==> config.mk <==
export PLATFORM = sky130hd
export DESIGN_NAME = bullet_renderer
export DESIGN_NICKNAME = d
export VERILOG_FILES = /design/src/rtl/bullet_renderer.sv
export SDC_FILE = /design/constraint.sdc
export NUM_CORES = 1
export LEC_CHECK = 0
export BUFFER_PORTS_ARGS = -buffer_cell sky130_fd_sc_hd__buf_2
export CAP_MARGIN = 20
export CORE_AREA = 10 10 180 216
export CTS_CLUSTER_DIAMETER = 120
export CTS_CLUSTER_SIZE = 14
export DETAILED_ROUTE_END_ITERATION = 8
export DIE_AREA = 0 0 190 226
export PLACE_DENSITY = 0.59
export SYNTH_ARGS = -nofsm -noshare
export SYNTH_HDL_FRONTEND = slang
export SYNTH_SLANG_ARGS = --single-unit
==> constraint.sdc <==
create_clock -name clk -period 14.1 [get_ports clk]
set_clock_uncertainty 0.2 [all_clocks]
set_input_delay 2.82 -clock clk [delete_from_list [all_inputs] [get_ports clk]]
set_output_delay 2.82 -clock clk [all_outputs]
set_load 0.02 [all_outputs]
==> src/rtl/bullet_renderer.sv <==
// ---------------------------------------------------------------------------
// bullet_renderer
//
// Purpose:
//   Takes the bullet generator's packed coordinate bus and draws live bullets
//   into the VGA frame buffer. Any bullet that moved or retired has its
//   previous square erased first. One render pass runs per start pulse
//   (frame tick). Each pass walks every slot in turn and emits at most one
//   pixel write per cycle.
//
// Ports:
//   clk             clock
//   reset           synchronous, active-high reset
//   start           begin a render pass (sampled only while idle)
//   bullets_moving  per-slot "in flight" flags
//   plot_bullet     per-slot "draw me" flags
//   bullet_x_coord  packed x coordinates, slot i at [i*X_W +: X_W]
//   bullet_y_coord  packed y coordinates, slot i at [i*Y_W +: Y_W]
//   vga_x/vga_y     registered pixel coordinate
//   vga_colour      registered pixel colour
//   vga_plot        registered write strobe, one pixel per high cycle
//   busy            high while a pass is in progress
//   done            one-cycle pulse when a pass finishes
// ---------------------------------------------------------------------------
module bullet_renderer #(
    parameter int       NUM_SLOTS = 8,
    parameter int       X_W       = 8,
    parameter int       Y_W       = 7,
    parameter int       SIZE      = 2,
    parameter int       X_MAX     = 159,
    parameter int       Y_MAX     = 119,
    parameter logic [2:0] FG_COLOUR = 3'b111,
    parameter logic [2:0] BG_COLOUR = 3'b000
) (
    input  logic                     clk,
    input  logic                     reset,
    input  logic                     start,
    input  logic [NUM_SLOTS-1:0]     bullets_moving,
    input  logic [NUM_SLOTS-1:0]     plot_bullet,
    input  logic [NUM_SLOTS*X_W-1:0] bullet_x_coord,
    input  logic [NUM_SLOTS*Y_W-1:0] bullet_y_coord,
    output logic [X_W-1:0]           vga_x,
    output logic [Y_W-1:0]           vga_y,
    output logic [2:0]               vga_colour,
    output logic                     vga_plot,
    output logic                     busy,
    output logic                     done
);

    localparam int SW = (NUM_SLOTS > 1) ? $clog2(NUM_SLOTS) : 1;
    // SIZE is at most 4, so the pixel offsets within a square fit in 2 bits.
    localparam int CW = 2;

    localparam logic [CW-1:0] LAST_D = CW'(SIZE - 1);
    localparam logic [SW-1:0] LAST_S = SW'(NUM_SLOTS - 1);
    localparam logic [X_W:0]  X_LIM  = (X_W + 1)'(X_MAX);
    localparam logic [Y_W:0]  Y_LIM  = (Y_W + 1)'(Y_MAX);

    localparam logic [2:0] ST_IDLE  = 3'd0;
    localparam logic [2:0] ST_SCAN  = 3'd1;
    localparam logic [2:0] ST_ERASE = 3'd2;
    localparam logic [2:0] ST_DRAW  = 3'd3;
    localparam logic [2:0] ST_FIN   = 3'd4;

    logic [2:0]           state_r;
    logic [SW-1:0]        s_r;
    logic [CW-1:0]        dx_r;
    logic [CW-1:0]        dy_r;

    // Input snapshot taken when a pass starts.
    logic [NUM_SLOTS-1:0] snap_moving_r;
    logic [NUM_SLOTS-1:0] snap_plot_r;
    logic [X_W-1:0]       snap_x_r [NUM_SLOTS];
    logic [Y_W-1:0]       snap_y_r [NUM_SLOTS];

    // Where each slot was last drawn on screen.
    logic [X_W-1:0]       last_x_r [NUM_SLOTS];
    logic [Y_W-1:0]       last_y_r [NUM_SLOTS];
    logic [NUM_SLOTS-1:0] last_valid_r;

    logic [X_W-1:0]       vga_x_r;
    logic [Y_W-1:0]       vga_y_r;
    logic [2:0]           vga_colour_r;
    logic                 vga_plot_r;
    logic                 busy_r;
    logic                 done_r;

    logic [X_W-1:0]       cur_x_s;
    logic [Y_W-1:0]       cur_y_s;
    logic [X_W-1:0]       base_x_s;
    logic [Y_W-1:0]       base_y_s;
    logic [X_W:0]         pix_x_s;
    logic [Y_W:0]         pix_y_s;
    logic                 draw_req_s;
    logic                 same_pos_s;
    logic                 clipped_s;
    logic                 last_pix_s;
    logic                 last_slot_s;

    // Per-slot decode for the current slot plus the pixel address of the
    // current ERASE/DRAW cycle.
    always_comb begin
        cur_x_s     = snap_x_r[s_r];
        cur_y_s     = snap_y_r[s_r];
        draw_req_s  = snap_plot_r[s_r] & snap_moving_r[s_r];
        same_pos_s  = (last_x_r[s_r] == cur_x_s) && (last_y_r[s_r] == cur_y_s);
        if (state_r == ST_ERASE) begin
            base_x_s = last_x_r[s_r];
            base_y_s = last_y_r[s_r];
        end else begin
            base_x_s = cur_x_s;
            base_y_s = cur_y_s;
        end
        // One extra bit so a square near the right/bottom edge never wraps
        // back to column/row 0; it clips instead.
        pix_x_s     = {1'b0, base_x_s} + {{(X_W + 1 - CW){1'b0}}, dx_r};
        pix_y_s     = {1'b0, base_y_s} + {{(Y_W + 1 - CW){1'b0}}, dy_r};
        clipped_s   = (pix_x_s > X_LIM) || (pix_y_s > Y_LIM);
        last_pix_s  = (dx_r == LAST_D) && (dy_r == LAST_D);
        last_slot_s = (s_r == LAST_S);
    end

    // Render FSM, snapshot, per-slot history and registered VGA outputs.
    always_ff @(posedge clk) begin
        if (reset) begin
            state_r      <= ST_IDLE;
            s_r          <= '0;
            dx_r         <= '0;
            dy_r         <= '0;
            last_valid_r <= '0;
            vga_x_r      <= '0;
            vga_y_r      <= '0;
            vga_colour_r <= 3'b000;
            vga_plot_r   <= 1'b0;
            busy_r       <= 1'b0;
            done_r       <= 1'b0;
        end else begin
            vga_plot_r <= 1'b0;
            done_r     <= 1'b0;
            // Lagging state by one cycle gives busy exactly one cycle per
            // SCAN/ERASE/DRAW cycle, ending as done rises.
            busy_r     <= (state_r == ST_SCAN) || (state_r == ST_ERASE) ||
                          (state_r == ST_DRAW);
            case (state_r)
                ST_IDLE: begin
                    if (start) begin
                        snap_moving_r <= bullets_moving;
                        snap_plot_r   <= plot_bullet;
                        for (int i = 0; i < NUM_SLOTS; i++) begin
                            snap_x_r[i] <= bullet_x_coord[i*X_W +: X_W];
                            snap_y_r[i] <= bullet_y_coord[i*Y_W +: Y_W];
                        end
                        s_r     <= '0;
                        state_r <= ST_SCAN;
                    end else begin
                        state_r <= ST_IDLE;
                    end
                end
                ST_SCAN: begin
                    dx_r <= '0;
                    dy_r <= '0;
                    if (last_valid_r[s_r] && draw_req_s && same_pos_s) begin
                        if (last_slot_s) begin
                            state_r <= ST_FIN;
                        end else begin
                            s_r <= s_r + SW'(1);
                        end
                    end else if (last_valid_r[s_r]) begin
                        state_r <= ST_ERASE;
                    end else if (draw_req_s) begin
                        state_r <= ST_DRAW;
                    end else if (last_slot_s) begin
                        state_r <= ST_FIN;
                    end else begin
                        s_r <= s_r + SW'(1);
                    end
                end
                ST_ERASE, ST_DRAW: begin
                    // Clipped pixels still use their cycle, but the outputs hold.
                    if (!clipped_s) begin
                        vga_plot_r   <= 1'b1;
                        vga_x_r      <= pix_x_s[X_W-1:0];
                        vga_y_r      <= pix_y_s[Y_W-1:0];
                        vga_colour_r <= (state_r == ST_ERASE) ? BG_COLOUR : FG_COLOUR;
                    end else begin
                        vga_plot_r   <= 1'b0;
                    end
                    if (last_pix_s) begin
                        dx_r <= '0;
                        dy_r <= '0;
                        if (state_r == ST_ERASE) begin
                            last_valid_r[s_r] <= 1'b0;
                        end else begin
                            last_x_r[s_r]     <= cur_x_s;
                            last_y_r[s_r]     <= cur_y_s;
                            last_valid_r[s_r] <= 1'b1;
                        end
                        if ((state_r == ST_ERASE) && draw_req_s) begin
                            state_r <= ST_DRAW;
                        end else if (last_slot_s) begin
                            state_r <= ST_FIN;
                        end else begin
                            s_r     <= s_r + SW'(1);
                            state_r <= ST_SCAN;
                        end
                    end else if (dx_r == LAST_D) begin
                        dx_r <= '0;
                        dy_r <= dy_r + CW'(1);
                    end else begin
                        dx_r <= dx_r + CW'(1);
                    end
                end
                ST_FIN: begin
                    done_r  <= 1'b1;
                    state_r <= ST_IDLE;
                end
                default: begin
                    state_r <= ST_IDLE;
                end
            endcase
        end
    end

    assign vga_x      = vga_x_r;
    assign vga_y      = vga_y_r;
    assign vga_colour = vga_colour_r;
    assign vga_plot   = vga_plot_r;
    assign busy       = busy_r;
    assign done       = done_r;

endmodule
Yosys cells after proc, flatten, opt, wreduce, memory -nomap -nowiden
Memory sizes are Yosys's and may differ from the RTL's. A register that Yosys moved wholly into a read port is not among the register bits.
Index checks and enable logic that the tools add are counted.
{"block": "totals", "reg_bits": 55, "ramBits": 240, "inputBits": 139, "output_inout_bits": 21, "wordCells": 121, "n_memories": 4}
{"block": "classes", "addsub": 5, "magnitude_cmp": 4, "n_eq_ne": 15, "mux": 54, "bitwise_logic": 7, "n_reduce_logical": 19}
{"memory": "last_x_r", "words": 8, "width": 8, "read_ports": 1, "rd_clocked_by_memory_dff": 1, "wr": 1, "line_no": "77", "rtl": "logic [X_W-1:0] last_x_r [NUM_SLOTS];"}
{"memory": "snap_x_r", "words": 8, "width": 8, "read_ports": 1, "rd_clocked_by_memory_dff": 1, "wr": 8, "line_no": "73", "rtl": "logic [X_W-1:0] snap_x_r [NUM_SLOTS];"}
{"memory": "last_y_r", "words": 8, "width": 7, "read_ports": 1, "rd_clocked_by_memory_dff": 1, "wr": 1, "line_no": "78", "rtl": "logic [Y_W-1:0] last_y_r [NUM_SLOTS];"}
{"memory": "snap_y_r", "words": 8, "width": 7, "read_ports": 1, "rd_clocked_by_memory_dff": 1, "wr": 8, "line_no": "74", "rtl": "logic [Y_W-1:0] snap_y_r [NUM_SLOTS];"}
{"cell": "two-way mux 3 bit", "count": 23}
{"cell": "one-hot mux 3 bit (3 select lines)", "count": 2}
{"cell": "two-way mux 1 bit", "count": 16}
{"cell": "two-way mux 8 bit", "count": 2}
{"cell": "adder 8 x 2 -> 9 bit", "count": 1}
{"cell": "binary-select mux 1 bit (select 3 bit)", "count": 3}
{"cell": "greater-than comparator 9 x 8 -> 1 bit, second input constant", "count": 1}
{"cell": "adder 7 x 2 -> 8 bit", "count": 1}
{"cell": "AND 8 bit", "count": 1}
{"cell": "== test 8 bit", "count": 1}
{"cell": "greater-than comparator 8 x 7 -> 1 bit, second input constant", "count": 1}
{"cell": "two-way mux 2 bit", "count": 4}
{"cell": "inverter 8 bit", "count": 1}
{"cell": "OR 8 bit", "count": 1}
{"cell": "one-hot mux 2 bit (2 select lines)", "count": 2}
{"cell": "== test 7 bit", "count": 1}
{"cell": "two-way mux 7 bit", "count": 1}
{"cell": "== test 3 x 2 -> 1 bit, second input constant", "count": 2}
{"cell": "== test 3 bit, second input constant", "count": 2}
{"cell": "logical AND 1 bit", "count": 6}
{"cell": "!= test 2 bit, second input constant", "count": 3}
{"cell": "!= test 3 bit, second input constant", "count": 2}
{"cell": "AND reduction 2 bit", "count": 3}
{"cell": "AND reduction 6 bit", "count": 1}
{"cell": "16 further kinds", "count": 23}

Longest topological paths before layout
Gate-level depths: netlist (run 1).
{"block": "logic_depth", "word_depth": 9, "depth_mapped": 24, "mapped_depth_nobuf": 15}

Least setup slack after synthesis (run 1)
No wires, ideal clock.
{"block": "synth_timing", "kind": "input port to flip-flop", "start": "input port reset", "end": "memory snap_x_r[0][0], enable pin", "setup_time_ns": 0.746, "arrival_ns": 11.398, "required_ns": 13.154, "setup_slack_ns": 1.756, "path_stages": 3, "n_path_buf": 2, "path_cell_list": "clkbuf_1 > clkbuf_1 > nor3_1"}
{"element": "start, declared", "line_no": "36", "rtl": "input logic reset,"}
{"element": "end, declared", "line_no": "73"}

==> results.toml, run 1 <==
[run_status]
status = "finished clean"

[drt]
antenna_left = 0
wl_per_cell_um = 20.5
viasPerCell = 5.16
drtIter0Drc = 521
num_vias = 7496
drt_pass1_iterations = 4
drc = 0
routed_wl_mm = 29.8

[place]
dpl.hpwl_mm = 20.2
port_buffers = 159
place_area_mm2 = 0.0141
gp_congestion = 0.810
place_ws_ns = 8.46

[power_and_ir_drop]
leakage_uw = 0.00496
power_uw = 1880
power.density_mw_per_mm2 = 127
max-vdd-ir-drop_mv = 0.0994

[final_layout]
fillers = 3150
fin_area_mm2 = 0.0148
num_antenna_cells = 0
drive_gt1_frac = 0.295
fin_nets = 1120
area_growth_pct = 14.7

[synth]
yosys-top-cells-area = "edfxtp_1 59%, mux4_2 9.4%, dfxtp_1 6.2%"
yosysTopAreaCellShare = 0.595
synth_area_mm2 = 0.0129
synth_cells = 826
synthArstFlopShare = 0
yosys_most_used_dff = "edfxtp_1"
synth_area_per_cell_um2 = 15.6
ys_seq_area_frac = 0.657
yosysWarnings = 0
synthMostInstantiatedCell = "edfxtp_1"
yosys-top-cells-count = "256 x edfxtp_1, 77 x nand2_1, 54 x mux4_2, 52 x mux2i_1, 45 x nor2_1"
netlist-cell-type-count = 76
synth-seq-cells = 296
synth_largest_area_cell = "edfxtp_1"
synth_nets = 972
synth-edff-count = 256

[sta]
setup_ws_ns = 8.53
max-slew-margin-rel = 0.285
setup_viol = 0
fmax_mhz = 180
rsz0062_at_grt = "false"
hold_violations = 0
tightest_slew_ns = 1.07
finalMaxSlewViolations = 0
fin_crit_ns = 5.57
setup-tns-final_ns = 0
hold_ws_ns = 0.262
period_share = 0.395

[critical_path]
cp_max_fo = 53
critPathLaunchType = "register"
cp_cell_sequence = "buf_4 > mux4_2 > nand2_1 > nand2_1 > nor2_1 > a31oi_1 > ha_1 > fa_1 > and3_1 > a21o_1 > nor3b_1 > a2111oi_4 > a21oi_1 > a211oi_2"
cp.arrival_ns = 5.83
crit_family = "compound AO/OA/AOI/OAI gates"
worst_path_most_repeated_cell = "nand2_1"
crit_type = "register to register"
slowest_stage = "dfxtp_4"
required_ns = 14.36
cp-end-kind = "register"
path_buf_inv = 1
max_stage_delay_ns = 0.90

[grt]
grt_pass1_wl_mm = 46.4
track_usage = 0.138
grt_max_degree = 81
first_global_vias = 8061
antenna_found_initial = 0
grt_overflow = 0

[clock_network]
cts_inserted_buffers = 25
clk_latency_ns = 0.54
htree_num_levels = 1
post_cts_buffers = 0
clk_pin_slew_ns = 0.07
tritoncts = "done"
ctsRootBufferMaster = "clkbuf_16"
clk_path_buf_depth = 3
clock-sinks = 296
cts_resized = 0
hold_buffers = 0

[job]
maxCapViolCount = 0

[floorplanning]
die-area_mm2 = 0.0429
ios = 160
die_w_um = 190
coreArea_mm2 = 0.0346
start_util = 0.373
die_h_um = 226
rows = 75

[worst_hold_path]
hold_path.class = "register to register"
[flip-flops by register name, indices dropped and copies added, names as in the netlist, 2 cells and up, named ones only]
| name | cells |
|---|---|
| dx_r | 2 |
| dy_r | 2 |
| last_x_r | 64 |
| last_y_r | 56 |
| s_r | 3 |
| snap_moving_r | 8 |
| snap_plot_r | 8 |
| snap_x_r | 64 |
| snap_y_r | 56 |
| state_r | 3 |
| vga_x | 8 |
| vga_y | 7 |
[layer usage]
| layer | part of all wire | up-vias | GRT usage |
|---|---|---|---|
| li1 | - | 3540 | - |
| met2 | 0.51 | 160 | 0.241 |
| met5 | 0 | - | 0 |
| met3 | 0.044 | 38 | 0.0236 |
| met1 | 0.42 | 3758 | 0.169 |
| met4 | 0.020 | 0 | 0.0420 |
[worst register-to-register path: cells and delay by family, from the launching register on]
family	cells	cell delay [ns]
compound gates	5	1.42
simple gates	5	0.81
mux	1	0.67
fa+ha+maj	2	0.67
buf+inv	1	0.81
flops	1	0.90
[kinds of logic after synthesis]
family          Yosys count  share of synthesized area
flops                   296                      0.657
xor+xnor                 31                     0.0210
fa+ha+maj                 7                    0.00794
buf+inv                  56                     0.0270
compound gates          113                     0.0680
mux                     110                      0.139
simple gates            213                     0.0806
[power breakdown]
group / switching [uW] / total, uW / internal [uW]
combinational: 133 / 227 / 93.9
clock: 303 / 638 / 335
sequential: 22.8 / 1020 / 997
[cells in the final DEF, fill, tap and decap left out, drive strengths merged, types with 20 or more instances in the layout]
master / Yosys / routed
edfxtp: 256 / 256
buf: 26 / 169
nand2: 77 / 77
mux4: 54 / 54
mux2i: 53 / 53
nor2: 46 / 46
clkbuf: 22 / 44
dfxtp: 40 / 40
a21oi: 30 / 30
xnor2: 20 / 20
[path summary, 6_finish.rpt]
| kind | startpoint | endpoint | slack (ns) | depth (start not counted) |
|---|---|---|---|---|
| setup / recovery | register | vga_colour[1] | 8.53 | 14 |
| hold / removal | vga_y[3] | vga_y[3] | 0.26 | 2 |
| setup reg to reg | register | vga_colour[1] | 8.53 | 14 |
| hold reg to reg | vga_y[3] | vga_y[3] | 0.26 | 2 |
[metrics by stage]
stage	instances	utilization
detailed placement	1409	0.408
global placement	1408	0.407
finish	1454	0.428
CTS	1454	0.428
global route	1454	0.428
floorplan	826	-
[final cells by class]
class | count | area, um2 | area share
sequential | 296 | 8490 | 0.573
multi-input combinational | 474 | 4140 | 0.279
timing repair buffer | 169 | 875 | 0.0590
clock buffer | 44 | 697 | 0.0470
tap | 462 | 578 | 0.0390
inverter | 8 | 30.0 | 0.00202
clock inverter | 1 | 16.3 | 0.00110
Note: power is estimated with default switching activity, not from simulation.
==> run 2: changes to the inputs <==
- clock period: 14.1 -> 5.8 ns (I/O delays scaled with it)
==> run 2 against run 1 <==
Compared with the run above:
- worst hold slack got worse by 0.0032 ns
- die area unchanged
- cell area rose by 0.61%
- core utilization increased by 0.26 points
- combinational power is 150% higher
- global-route usage fell by 0.22 points
- critical path type unchanged
==> results.toml, run 2 (synthesis results as in run 1) <==
[run_status]
status = "finished clean"

[power_and_ir_drop]
p_sw_uw = 1130
swShare = 0.245
power_uw = 4600
combPwrFrac = 0.123
power.density_mw_per_mm2 = 308
p_seq_frac = 0.536
max-vdd-ir-drop_mv = 0.269
p_clk_frac = 0.341
internal-power_uw = 3470
leakage_uw = 0.00501

[grt]
track_usage = 0.135
grt_max_degree = 80
grt_pass1_wl_mm = 45.5
grt_overflow = 0
antenna_found_initial = 0
first_global_vias = 7825

[floorplanning]
die-area_mm2 = 0.0429
start_util = 0.373
die_w_um = 190
coreArea_mm2 = 0.0346
die_h_um = 226
rows = 75
ios = 160

[final_layout]
fin_nets = 1128
final_cell_mix = "256 x edfxtp_1, 159 x buf_2, 77 x nand2_1, 54 x mux4_2, 52 x mux2i_1"
reg_top3 = "last_x_r x64, snap_x_r x64"
drive_gt1_frac = 0.302
num_antenna_cells = 0
area_growth_pct = 15.4
final_common_cell = "edfxtp_1"
fin_area_mm2 = 0.0149

[sta]
setup_viol = 0
hold_violations = 0
setup-tns-final_ns = 0
tightest_slew_ns = 1.07
finalMaxSlewViolations = 0
fmax_mhz = 217
fin_crit_ns = 4.60
max-slew-margin-rel = 0.285
period_share = 0.794
rsz0062_at_grt = "false"

[clock_network]
htree_num_levels = 1
tritoncts = "done"
cts_inserted_buffers = 25
clk_pin_slew_ns = 0.07
clk_path_buf_depth = 3
cts_resized = 0
post_cts_buffers = 0
hold_buffers = 0
clock-sinks = 296
clk_latency_ns = 0.55
ctsRootBufferMaster = "clkbuf_16"

[place]
gp_congestion = 0.821
port_buffers = 159
dpl.hpwl_mm = 20.6
place_area_mm2 = 0.0142

[drt]
wl_per_cell_um = 20.5
num_vias = 7529
antenna_left = 0
drc = 0
drt_pass1_iterations = 5
routed_wl_mm = 30.0
drtIter0Drc = 521
viasPerCell = 5.15

[critical_path]
cp-end-kind = "register"
cp.arrival_ns = 4.85
critPathLaunchType = "register"
crit_type = "register to register"
required_ns = 6.05
cp_max_fo = 25

[worst_hold_path]
hold_path.class = "register to register"
min_from = "vga_y[4]"

[job]
maxCapViolCount = 0
[run 2: changes by cell type in the layout (fill, tap and decap cells not counted)]
| cell | before | now |
|---|---|---|
| buf_4 | 9 | 15 |
| nor3_4 | 2 | 3 |
| inv_6 | 0 | 1 |
| buf_8 | 0 | 2 |
| nor3_2 | 2 | 1 |
[run 2: power by group through the flow]
stage               Combinational, uW  Clock (uW)  Sequential (uW)
finish                            565        1570             2470
global route                      615        1700             2480
CTS                               572        1630             2470
detailed placement                570           0             2520
global placement                  565           0             2520
floorplan                         427           0             2500
[run 2: metrics by stage]
step	hold WS, ns	cells	setup slack [ns]	util
floorplan	0.233	826	0.706	-
global placement	0.251	1414	1.32	0.409
detailed placement	0.251	1415	1.23	0.409
CTS	0.263	1461	1.18	0.430
global route	0.276	1463	0.844	0.431
finish	0.259	1463	1.20	0.431
[run 2: final cells by class]
cell class	instances	area (um2)
clock buffer	44	697
clock inverter	2	25.0
fill	3147	19700
inverter	8	30.0
multi-input combinational	474	4150
sequential	296	8490
tap	462	578
timing repair buffer	177	950
[run 2: final timing paths]
path | to | slack (ns) | depth (start not counted)
setup / recovery | vga_y[6] | 1.20 | 14
hold / removal | vga_y[4] | 0.26 | 2
setup reg to reg | vga_y[6] | 1.20 | 14
hold reg to reg | vga_y[4] | 0.26 | 2
[run 2: per-layer routing]
| metal | wire, um | GRT usage | share of wire | vias to the layer above |
|---|---|---|---|---|
| met4 | 514 | 0.0369 | 0.017 | 0 |
| li1 | - | - | - | 3550 |
| met1 | 12800 | 0.169 | 0.43 | 3767 |
| met2 | 15500 | 0.239 | 0.52 | 176 |
| met3 | 1170 | 0.0204 | 0.039 | 36 |
| met5 | 0 | 0 | 0 | - |
[run 2: worst max-delay path, stage by stage (launching register included)]
cell and delay [ns]:
dfxtp_4 0.66, mux4_2 0.56, nand2_1 0.08, nand2_1 0.24, nor2_1 0.16, a21oi_1 0.08
ha_1 0.25, fa_1 0.50, nand2_1 0.13, a211oi_1 0.06, o211ai_1 0.21, a31oi_2 0.16
a2111oi_4 0.76, a21oi_1 0.19, a211oi_2 0.23
==> run 3: changes to the inputs <==
- clock period: 5.8 -> 4.6 ns (I/O delays scaled with it)
==> run 3 against run 2 <==
Compared with the run above:
- worst hold slack worse by 0.0032 ns
- critical path type unchanged
- flip-flop and latch count unchanged
- sequential share of layout area down 0.72 points
- register-to-register slack worse by 0.87 ns
- critical endpoint is now vga_x[7]
==> results.toml, run 3 (synthesis results as in run 1) <==
[run_status]
status = "finished clean"

[grt]
use_met3 = 0.0193
track_usage = 0.139
grtUsageMet2 = 0.247
grt_util_met1 = 0.170
grt_overflow = 0
busiest_layer = "met2"
antenna_found_initial = 0
grt_max_degree = 121
grt_pass1_wl_mm = 46.6
first_global_vias = 8147

[floorplanning]
ios = 160
rows = 75
coreArea_mm2 = 0.0346
die_h_um = 226
die-area_mm2 = 0.0429
start_util = 0.373
die_w_um = 190

[drt]
viasPerCell = 5.14
drc = 0
drt_pass1_iterations = 5
drtIter0Drc = 452
routed_wl_mm = 30.4
wl_per_cell_um = 20.5
antenna_left = 0
num_vias = 7632

[sta]
rsz0062_at_grt = "false"
max-slew-margin-rel = 0.270
setup_ws_ns = 0.325
finalMaxSlewViolations = 0
tightest_slew_ns = 1.09
period_share = 0.929
hold_violations = 0
fin_crit_ns = 4.27
fmax_mhz = 234
setup_viol = 0

[clock_network]
clk_pin_slew_ns = 0.07
cts_resized = 0
clk_path_buf_depth = 3
htree_num_levels = 1
clk_latency_ns = 0.55
ctsRootBufferMaster = "clkbuf_16"
tritoncts = "done"
cts_inserted_buffers = 25
clock-sinks = 296

[power_and_ir_drop]
power.density_mw_per_mm2 = 385
leakage_uw = 0.00513
max-vdd-ir-drop_mv = 0.318

[final_layout]
drive_gt1_frac = 0.319
area_growth_pct = 16.9
final_cell_mix = "256 x edfxtp_1, 159 x buf_2, 76 x nand2_1, 54 x mux4_2, 52 x mux2i_1"
final_util = 0.436
regArea_mm2 = 0.00849
reg_top3 = "last_x_r x64, snap_x_r x64"
multi_input_area_mm2 = 0.00415
fillers = 3108
fin_nets = 1150
final_common_cell = "edfxtp_1"
num_antenna_cells = 0

[critical_path]
crit_type = "register to register"
critPathLaunchType = "register"
rrSetupSlack_ns = 0.33
rr_endpoint = "vga_x[7]"
cp-end-kind = "register"
cp_max_fo = 17
reg2regPathDepth = 13
required_ns = 4.87
cp.arrival_ns = 4.55

[worst_hold_path]
hold_path_depth = 2
min_to = "vga_x[4]"
min_from = "vga_x[4]"
hold_path.class = "register to register"

[job]
maxCapViolCount = 0

[place]
gp_congestion = 0.837
dpl.hpwl_mm = 21.4
place_ws_ns = 0.304
port_buffers = 159
[run 3: cell count changes in the layout (fill, tap and decap cells not counted)]
cell     change
fa_1         -1
buf_6        -1
buf_16       +1
buf_12       +1
buf_4       +22
buf_8        -1
nand2_2      +1
nand2_1      -1
fa_2         +1
[run 3: repair_timing]
action,in CTS,in global routing
endpoints found under the setup margin,0,8
hold buffers,0,0
setup buffers,0,4
hold endpoints to repair,0,0
[run 3: routing by layer]
metal | share of wire | vias up
met5 | 0 | -
met4 | 0.022 | 0
met2 | 0.52 | 180
met3 | 0.039 | 43
met1 | 0.42 | 3814
li1 | - | 3595
[run 3: critical path: stages, from the launching register on]
cell and delay, ns:
dfxtp_4 0.55, buf_4 0.23, mux4_2 0.49, mux2i_1 0.23, a21oi_1 0.15, ha_1 0.29
fa_1 0.41, nand2_1 0.10, a211oi_1 0.05, o211ai_1 0.20, a31oi_2 0.16, a2111o_4 0.54
nor2_4 0.37, o221a_1 0.23
[run 3: area by class of cell]
type / instances / area share
Tap cell: 462 / 0.0383
Timing Repair Buffer: 199 / 0.0752
Clock buffer: 44 / 0.0461
Inverter: 8 / 0.00199
Clock inverter: 2 / 0.00166
Multi-Input combinational cell: 474 / 0.275
Sequential cell: 296 / 0.562
[run 3: worst max-delay path by stage]
stage	startpoint	endpoint	slack (ns)	depth (start not counted)
floorplan	reset	snap_x_r[0][0]	-0.08	3
global placement	register	vga_x[2]	0.37	13
detailed placement	register	vga_colour[1]	0.30	13
CTS	register	vga_colour[1]	0.26	13
global route	register	vga_x[7]	0.01	13
finish	register	vga_x[7]	0.33	13
[run 3: power by group]
part / switching, uW / internal, uW / leakage, uW
combinational: 438 / 307 / 0.00212
sequential: 45.6 / 3050 / 0.00266
clock: 938 / 1030 / 0.000342
total: 1420 / 4390 / 0.00513
[run 3: per-stage QoR]
step	hold WS (ns)	TNS (ns)	cells	area [um2]	power (uW)
after global placement	0.252	0	1433	14300	3900
after floorplan	0.233	-9.18	826	13000	3700
after CTS	0.261	0	1480	15100	5900
final	0.255	0	1485	15100	5810
after global routing	0.267	0	1485	15100	6070
after detailed placement	0.253	0	1434	14300	3910
